File: src/rtl/cnt_cfg_pkg.sv
// -----------------------------------------------------------------------------
// cnt_cfg_pkg
//   Shared constants and types for the configuration distributor
//   (cnt_cfg_dist) and its per-domain slice (cnt_cfg_slice).
//
//   CTR_NUMBER : number of counter clock domains; domain 0 is the master.
//   DATA_W     : width of one configuration word.
//   state_t    : master handshake FSM states.
// -----------------------------------------------------------------------------
package cnt_cfg_pkg;

   localparam int CTR_NUMBER = 8;
   localparam int DATA_W     = 10;

   // Master FSM: wait for a command, raise req, wait for every selected ack,
   // drop req, wait for every ack to fall, announce completion.
   typedef enum logic [1:0] {
      S_IDLE = 2'd0,
      S_REQ  = 2'd1,
      S_REL  = 2'd2,
      S_DONE = 2'd3
   } state_t;

   // True when every domain has either acknowledged or is not addressed.
   function automatic logic all_acked(input logic [CTR_NUMBER-1:0] ack,
                                      input logic [CTR_NUMBER-1:0] mask);
      return &(ack | ~mask);
   endfunction

   // True when no addressed domain still holds its ack high.
   function automatic logic all_released(input logic [CTR_NUMBER-1:0] ack,
                                         input logic [CTR_NUMBER-1:0] mask);
      return ~|(ack & mask);
   endfunction

endpackage : cnt_cfg_pkg

File: src/rtl/cnt_cfg_slice.sv
// -----------------------------------------------------------------------------
// cnt_cfg_slice
//   One destination domain of the configuration distributor. Synchronises the
//   request level from the master domain, captures the held word on the
//   request's rising edge, emits a one-cycle write strobe and returns the
//   synchronised request as the acknowledge.
//
// Ports
//   clock        in   1       destination domain clock
//   rst          in   1       asynchronous active-low reset
//   i_req        in   1       request level from the master domain (async)
//   i_hold_data  in   DATA_W  word held stable by the master while req is up
//   o_ack        out  1       acknowledge level back to the master domain
//   o_data       out  DATA_W  last delivered word
//   o_wr         out  1       one-cycle strobe when o_data is updated
// -----------------------------------------------------------------------------
module cnt_cfg_slice
   import cnt_cfg_pkg::*;
(
   input  logic              clock,
   input  logic              rst,
   input  logic              i_req,
   input  logic [DATA_W-1:0] i_hold_data,
   output logic              o_ack,
   output logic [DATA_W-1:0] o_data,
   output logic              o_wr
);

   logic [1:0]        r_req_s;   // 2-FF synchroniser, [1] is the safe tap
   logic              r_req_d;   // previous synchronised request, for edge detect
   logic              r_ack;
   logic              r_wr;
   logic [DATA_W-1:0] r_data;
   logic              w_req_rise;

   assign w_req_rise = r_req_s[1] & ~r_req_d;

   // NOTE: every register here, data included, is cleared by reset; the
   // delivered word must read 0 after reset, so r_data is not left unreset.
   always_ff @(posedge clock or negedge rst) begin
      if (!rst) begin
         r_req_s <= 2'b00;
         r_req_d <= 1'b0;
         r_ack   <= 1'b0;
         r_wr    <= 1'b0;
         r_data  <= '0;
      end else begin
         // NOTE: non-blocking assignments give every flop the pre-edge value
         // of its source, which is what makes the shift chain a synchroniser.
         r_req_s <= {r_req_s[0], i_req};
         r_req_d <= r_req_s[1];
         r_ack   <= r_req_s[1];
         r_wr    <= w_req_rise;
         // i_hold_data is quasi-static: the master does not change it from
         // raising req until the whole four-phase cycle has closed, so a
         // multi-bit sample taken two flops after req is coherent.
         if (w_req_rise) begin
            r_data <= i_hold_data;
         end
      end
   end

   assign o_ack  = r_ack;
   assign o_data = r_data;
   assign o_wr   = r_wr;

endmodule : cnt_cfg_slice

File: src/rtl/cnt_cfg_dist.sv
// -----------------------------------------------------------------------------
// cnt_cfg_dist
//   Broadcasts one configuration word per transfer from the clocks[0] domain
//   into every selected counter clock domain using a closed-loop four-phase
//   req/ack handshake per domain.
//
// Ports
//   clocks       in   CTR_NUMBER           per-domain clocks, [0] = master
//   rst          in   1                    asynchronous active-low reset
//   i_cmd_data   in   DATA_W               word to broadcast (clocks[0])
//   i_cmd_mask   in   CTR_NUMBER           destination select (clocks[0])
//   i_cmd_valid  in   1                    command offered (clocks[0])
//   o_cmd_ready  out  1                    idle, command will be accepted
//   o_busy       out  1                    transfer in progress
//   o_done       out  1                    one-cycle completion pulse
//   o_out_data   out  CTR_NUMBER x DATA_W  per-domain word, in clocks[i]
//   o_out_wr     out  CTR_NUMBER           per-domain write strobe, clocks[i]
// -----------------------------------------------------------------------------
module cnt_cfg_dist
   import cnt_cfg_pkg::*;
(
   input  logic [CTR_NUMBER-1:0]             clocks,
   input  logic                              rst,
   input  logic [DATA_W-1:0]                 i_cmd_data,
   input  logic [CTR_NUMBER-1:0]             i_cmd_mask,
   input  logic                              i_cmd_valid,
   output logic                              o_cmd_ready,
   output logic                              o_busy,
   output logic                              o_done,
   output logic [CTR_NUMBER-1:0][DATA_W-1:0] o_out_data,
   output logic [CTR_NUMBER-1:0]             o_out_wr
);

   // ---------------------------------------------------------------------
   // Master domain state
   // ---------------------------------------------------------------------
   state_t                  r_state;
   state_t                  w_state_nxt;
   logic                    r_req;
   logic                    w_req_nxt;
   logic                    w_accept;
   logic [DATA_W-1:0]       r_hold_data;
   logic [CTR_NUMBER-1:0]   r_hold_mask;
   logic [CTR_NUMBER-1:0]   r_ack_meta;
   logic [CTR_NUMBER-1:0]   r_ack_sync;

   // Per-domain request and acknowledge levels
   logic [CTR_NUMBER-1:0]   w_req_dom;
   logic [CTR_NUMBER-1:0]   w_ack;

   // ---------------------------------------------------------------------
   // FSM next-state and control decode
   // ---------------------------------------------------------------------
   always_comb begin
      // NOTE: every output of this block is given a default first, so no
      // path through the case statement can leave one unassigned (no latch).
      w_state_nxt = r_state;
      w_req_nxt   = r_req;
      w_accept    = 1'b0;

      unique case (r_state)
         S_IDLE: begin
            if (i_cmd_valid) begin
               w_accept    = 1'b1;
               w_req_nxt   = 1'b1;
               w_state_nxt = S_REQ;
            end
         end
         S_REQ: begin
            // Unselected domains count as acknowledged, so a zero mask
            // falls straight through.
            if (all_acked(r_ack_sync, r_hold_mask)) begin
               w_req_nxt   = 1'b0;
               w_state_nxt = S_REL;
            end
         end
         S_REL: begin
            // Waiting for acks to fall closes the loop: the next request
            // edge cannot be merged with this one in a slow domain.
            if (all_released(r_ack_sync, r_hold_mask)) begin
               w_state_nxt = S_DONE;
            end
         end
         S_DONE: begin
            w_state_nxt = S_IDLE;
         end
         default: begin
            w_state_nxt = S_IDLE;
            w_req_nxt   = 1'b0;
         end
      endcase
   end

   // ---------------------------------------------------------------------
   // Master domain registers
   // ---------------------------------------------------------------------
   always_ff @(posedge clocks[0] or negedge rst) begin
      if (!rst) begin
         r_state     <= S_IDLE;
         r_req       <= 1'b0;
         r_hold_data <= '0;
         r_hold_mask <= '0;
         r_ack_meta  <= '0;
         r_ack_sync  <= '0;
      end else begin
         r_state    <= w_state_nxt;
         r_req      <= w_req_nxt;
         r_ack_meta <= w_ack;
         r_ack_sync <= r_ack_meta;
         // Hold registers load only on acceptance and therefore stay frozen
         // until the FSM is back in S_IDLE.
         if (w_accept) begin
            r_hold_data <= i_cmd_data;
            r_hold_mask <= i_cmd_mask;
         end
      end
   end

   assign o_cmd_ready = (r_state == S_IDLE);
   assign o_busy      = (r_state != S_IDLE);
   assign o_done      = (r_state == S_DONE);

   // Qualify the shared request per domain in the master domain, so each
   // slice sees a single registered-source level to synchronise.
   assign w_req_dom = {CTR_NUMBER{r_req}} & r_hold_mask;

   // ---------------------------------------------------------------------
   // Destination slices; domain 0 takes the same synchronised path.
   // ---------------------------------------------------------------------
   for (genvar gi = 0; gi < CTR_NUMBER; gi++) begin : g_slice
      cnt_cfg_slice u_slice (
         .clock       (clocks[gi]),
         .rst         (rst),
         .i_req       (w_req_dom[gi]),
         .i_hold_data (r_hold_data),
         .o_ack       (w_ack[gi]),
         .o_data      (o_out_data[gi]),
         .o_wr        (o_out_wr[gi])
      );
   end

endmodule : cnt_cfg_dist

File: config.mk
export PLATFORM = sky130hd
export DESIGN_NAME = cnt_cfg_dist
export DESIGN_NICKNAME = d
export VERILOG_FILES = /design/src/rtl/cnt_cfg_pkg.sv /design/src/rtl/cnt_cfg_slice.sv /design/src/rtl/cnt_cfg_dist.sv
export SDC_FILE = /design/constraint.sdc
export NUM_CORES = 1
export LEC_CHECK = 0
export CAP_MARGIN = 40
export CORE_MARGIN = 4
export CORE_UTILIZATION = 31
export DETAILED_ROUTE_END_ITERATION = 8
export PLACE_DENSITY_LB_ADDON = 0.1
export SKIP_CTS_REPAIR_TIMING = 1
export SLEW_MARGIN = 20
export SYNTH_ARGS = -nofsm -noshare
export SYNTH_HDL_FRONTEND = slang
export SYNTH_SLANG_ARGS = --single-unit
File: constraint.sdc
create_clock -name clocks -period 2.25 [get_ports clocks]
set_input_delay 0.45 -clock clocks [delete_from_list [all_inputs] [get_ports clocks]]
set_output_delay 0.45 -clock clocks [all_outputs]
set_load 0.005 [all_outputs]
After elaboration in Yosys (flattened, before gate mapping):

Cells that the tools add are included.
Widths: inputs -> output; s select.

* reduce and logical (&&, ||, !) cells: 7
* muxes and demuxes: 9
* bitwise gates (word level): 20
* eq/ne operators: 6

Operator list (number)
* $and 8x8->8: 2
* $and 1x1->1: 8
* $not 1->1: 8
* $not 8->8: 1
* $or 8x8->8: 1
* $pmux 2 s4: 1
* $reduce_and 8->1: 1
* $reduce_or 8->1: 1
* $mux 2: 3
* $ne 2x2->1 const B: 3
* $reduce_and 3->1: 2
* $eq 2x2->1 const B: 2
* $mux 1: 4
* $reduce_bool 2->1: 2
* $eq 2x1->1 const B: 1
* $logic_not 2->1: 1
* $pmux 1 s2: 1

* register bits after elaboration: 149
* word-level logic and storage cells: 80
* input bits: 28
* output and inout bits: 91

Longest topological paths before layout:

* word-level depth: 5
* mapped depth: 7
* depth with buffers taken out: 6

By module:

From an unflattened synthesis, not the netlist that was laid out.

* cell total of the unflattened synthesis: 310
* area total of the unflattened synthesis: 5699.2 um^2

Modules (own cells, without submodules)
* cnt_cfg_slice: area each 530.5 um^2, cells each 26, sequential area each 350.3 um^2, times used 8
* cnt_cfg_dist: area each 1455.1 um^2, cells each 102, sequential area each 925.9 um^2, times used 1

==> impl_metrics.tcl <==
set metrics [dict create \
    die-area_um2 19270 \
    instances_no_fill 676 \
    power_switching_mw 3.293 \
    synth_top_area_share 0.7028 \
    maxCapViolCount 0 \
    synth_fa_ha_area_frac 0.01179 \
    drt-wirelength-per-cell_um 18.99 \
    end_kind "primary output" \
    min_period_over_period 0.8878 \
    muxShareOfSynthArea 0.2108 \
    rsz0062_at_grt "no" \
    crit_path_max_fanout 4 \
    hold_path.class "in -> async" \
    final_max_slew_viol_count 0 \
    synth_area_leaders "dfrtp_1 70%, mux2_2 13%, mux2_1 7.9%, inv_1 1.3%, ha_1 1.2%" \
    diodes 0 \
    synth-simple-area-share 0.02689 \
    drt_wl_total_um 12840 \
    max_freq_mhz 500.6 \
    synth.most_common_cell "dfrtp_1" \
    power_frac_comb 0.308 \
    synth_xor_xnor_area_share 0 \
    setup_violations 0 \
    clk_latency_ps 290 \
    tightest_slew_ps 639.9 \
    fin_crit_ps 1997 \
    synth-edff-count 0 \
    required_ps 1800 \
    synth_top_family_by_area "multiplexers" \
    drc_errors 0 \
    status "finished, final reports clean" \
    dp.cells 641 \
    final-hold-violation-count 0 \
    power_density_nw_per_um2 1629 \
    synth_top_cell_by_area "dfrtp_1" \
    place.gp.congestion 0.7496 \
    drt_first_pass_iters 4 \
    async_flop_share 1.000 \
    num_vias 3003 \
    ys_seq_area_frac 0.7028 \
    die_h_um 138.8 \
    p_leak_nw 3.363 \
    setup_slack_ps 252.6 \
    path_class "reg -> out" \
    ys_types 21 \
    setup.worst_path.start "r_state[1]$_DFFE_PN0P_" \
    vias_per_cell 4.442 \
    fillCellCount 1567 \
    overflow 0 \
    synthCells 324 \
    nets 482 \
    clk_pin_slew_ps 70 \
    io_pins 119 \
    rows 47 \
    post-dp-hpwl_um 8883 \
    reg2reg_from "r_hold_mask[0]$_DFFE_PN0P_" \
    finalClockSkew_ps 55.81 \
    maxSlewHeadroom 0.5734 \
    grt_pass1_vias 3408 \
    synth_flop_cell "dfrtp_1" \
    start_util 0.3177 \
    antenna_found_initial 0 \
    avgSynthCellArea_um2 16.37 \
    synthToLayoutAreaGrowth_pct 39.95 \
    drt-initial-drc-count 113 \
    synth_area_um2 5305 \
    pre_cts_ws_ps 532.0 \
    seqPwrFrac 0.407 \
    die_w_um 138.8 \
    arrival_ps 1550 \
    synth_compound_area_frac 0.01627 \
    cts.sinks 149 \
    ff2ff_setup_slack_ps 610 \
    p_int_mw 8.799 \
    power.share.clock 0.285 \
    sw_frac_of_total 0.2723 \
    ir_drop_v 0.0006002 \
    io_buffers 111 \
    grt_pass1_wl_um 20350 \
    start_kind "flop" \
    setup_tns_ps 0 \
    grt_max_degree 53 \
    drtAntennaViolNets 0 \
    layout-drive-gt1-share 0.2281 \
    synth_commonest_cells "149 x dfrtp_1, 61 x mux2_2, 37 x mux2_1" \
    ys_ff_latch 149 \
    ys_warn_count 0 \
    cts_tree "yes" \
    grtUsageTotal 0.1458 \
    core_um2 16700 \
    synth_nets 357 \
]
## sequential cells by signal (all words and copies together) (netlist names)
register / flops
g_slice.u_slice.r_req_s: 16
r_ack_sync: 8
r_state: 2
r_hold_data: 10
g_slice.u_slice.o_data: 80
g_slice.u_slice.o_wr: 8
r_hold_mask: 8
r_req: 1
r_ack_meta: 8
g_slice.u_slice.r_req_d: 8
## area by class of cell
cell class	instances	area, um^2	area share
sequential	149	3729	0.5022
multi-input combinational	139	1410	0.1899
timing repair buffer	114	1160	0.1562
clock buffer	32	733.2	0.09875
tap	220	275.3	0.03707
inverter	19	71.32	0.009606
clock inverter	3	46.29	0.006235
## stage by stage
stage / hold WS (ps) / cell area, um^2 / util / power (mW)
after detailed placement: 336.4 / 6645 / 0.3979 / 8.787
final: 98.98 / 7425 / 0.4446 / 12.09
after global routing: 128.6 / 7425 / 0.4446 / 12.85
after global placement: 333.5 / 6645 / 0.3979 / 8.684
after CTS: 106.7 / 7425 / 0.4446 / 12.37
after floorplan: 154.4 / 5305 / - / 6.386
## cells by family (layout without fill, tap and decap cells)
family                   after synthesis  count (layout)
flip-flops                           149             149
multiplexers                          99              99
buffers and inverters                 36             168
AND/OR/NAND/NOR                       24              24
AO/OA/AOI/OAI                         11              11
adder cells (fa/ha/maj)                5               5
## routing by layer
metal  up-vias  share of wire  global-route usage
met5         -              0                   0
met4         0          0.015             0.04995
met3        21          0.069             0.09276
met2        84           0.48              0.2242
met1      1556           0.43              0.1663
li1       1342              -                   -
## worst max-delay path, cell delays in order, from the launching register on
cell	delay (ps)
dfrtp_1	400
inv_1	90
ha_1	220
inv_1	60
clkdlybuf4s50_1	490
## worst paths after layout
path	end	depth (start not counted)
setup / recovery	o_busy	4
hold / removal	g_slice[0].u_slice.o_data[4]$_DFFE_PN0P_	1
setup reg to reg	r_state[1]$_DFFE_PN0P_	5
hold reg to reg	r_ack_meta[5]$_DFF_PN0_	0
max in group asynchronous	g_slice[5].u_slice.o_data[4]$_DFFE_PN0P_	2
min in group clocks	r_ack_meta[5]$_DFF_PN0_	0
## power by group through the flow
stage | combinational (mW) | sequential [mW] | clock [mW]
2_1_floorplan | 1.73 | 4.66 | 0
3_3_place_gp | 3.73 | 4.96 | 0
3_5_place_dp | 3.78 | 5.00 | 0
4_1_cts | 3.82 | 4.98 | 3.57
5_1_grt | 4.04 | 5.13 | 3.69
6_report | 3.73 | 4.92 | 3.45
## cells in the final DEF (no fill, tap or decap)
cell,n
and2_1,7
inv_1,19
bufinv_16,1
ha_1,5
clkdlybuf4s50_1,110
clkinvlp_4,1
clkbuf_16,26
mux2_4,1
a31oi_1,1
nand3_2,1
a32oi_1,1
a22oi_1,4
inv_6,1
buf_4,1
o22ai_1,4
nand4_1,1
nand2b_1,9
buf_6,1
buf_12,2
and2_2,1
dfrtp_1,149
clkbuf_8,6
o41ai_2,1
nand2_1,2
mux2_2,61
mux2_1,37
nor2_1,3
Power figures use the tool's default switching activity.
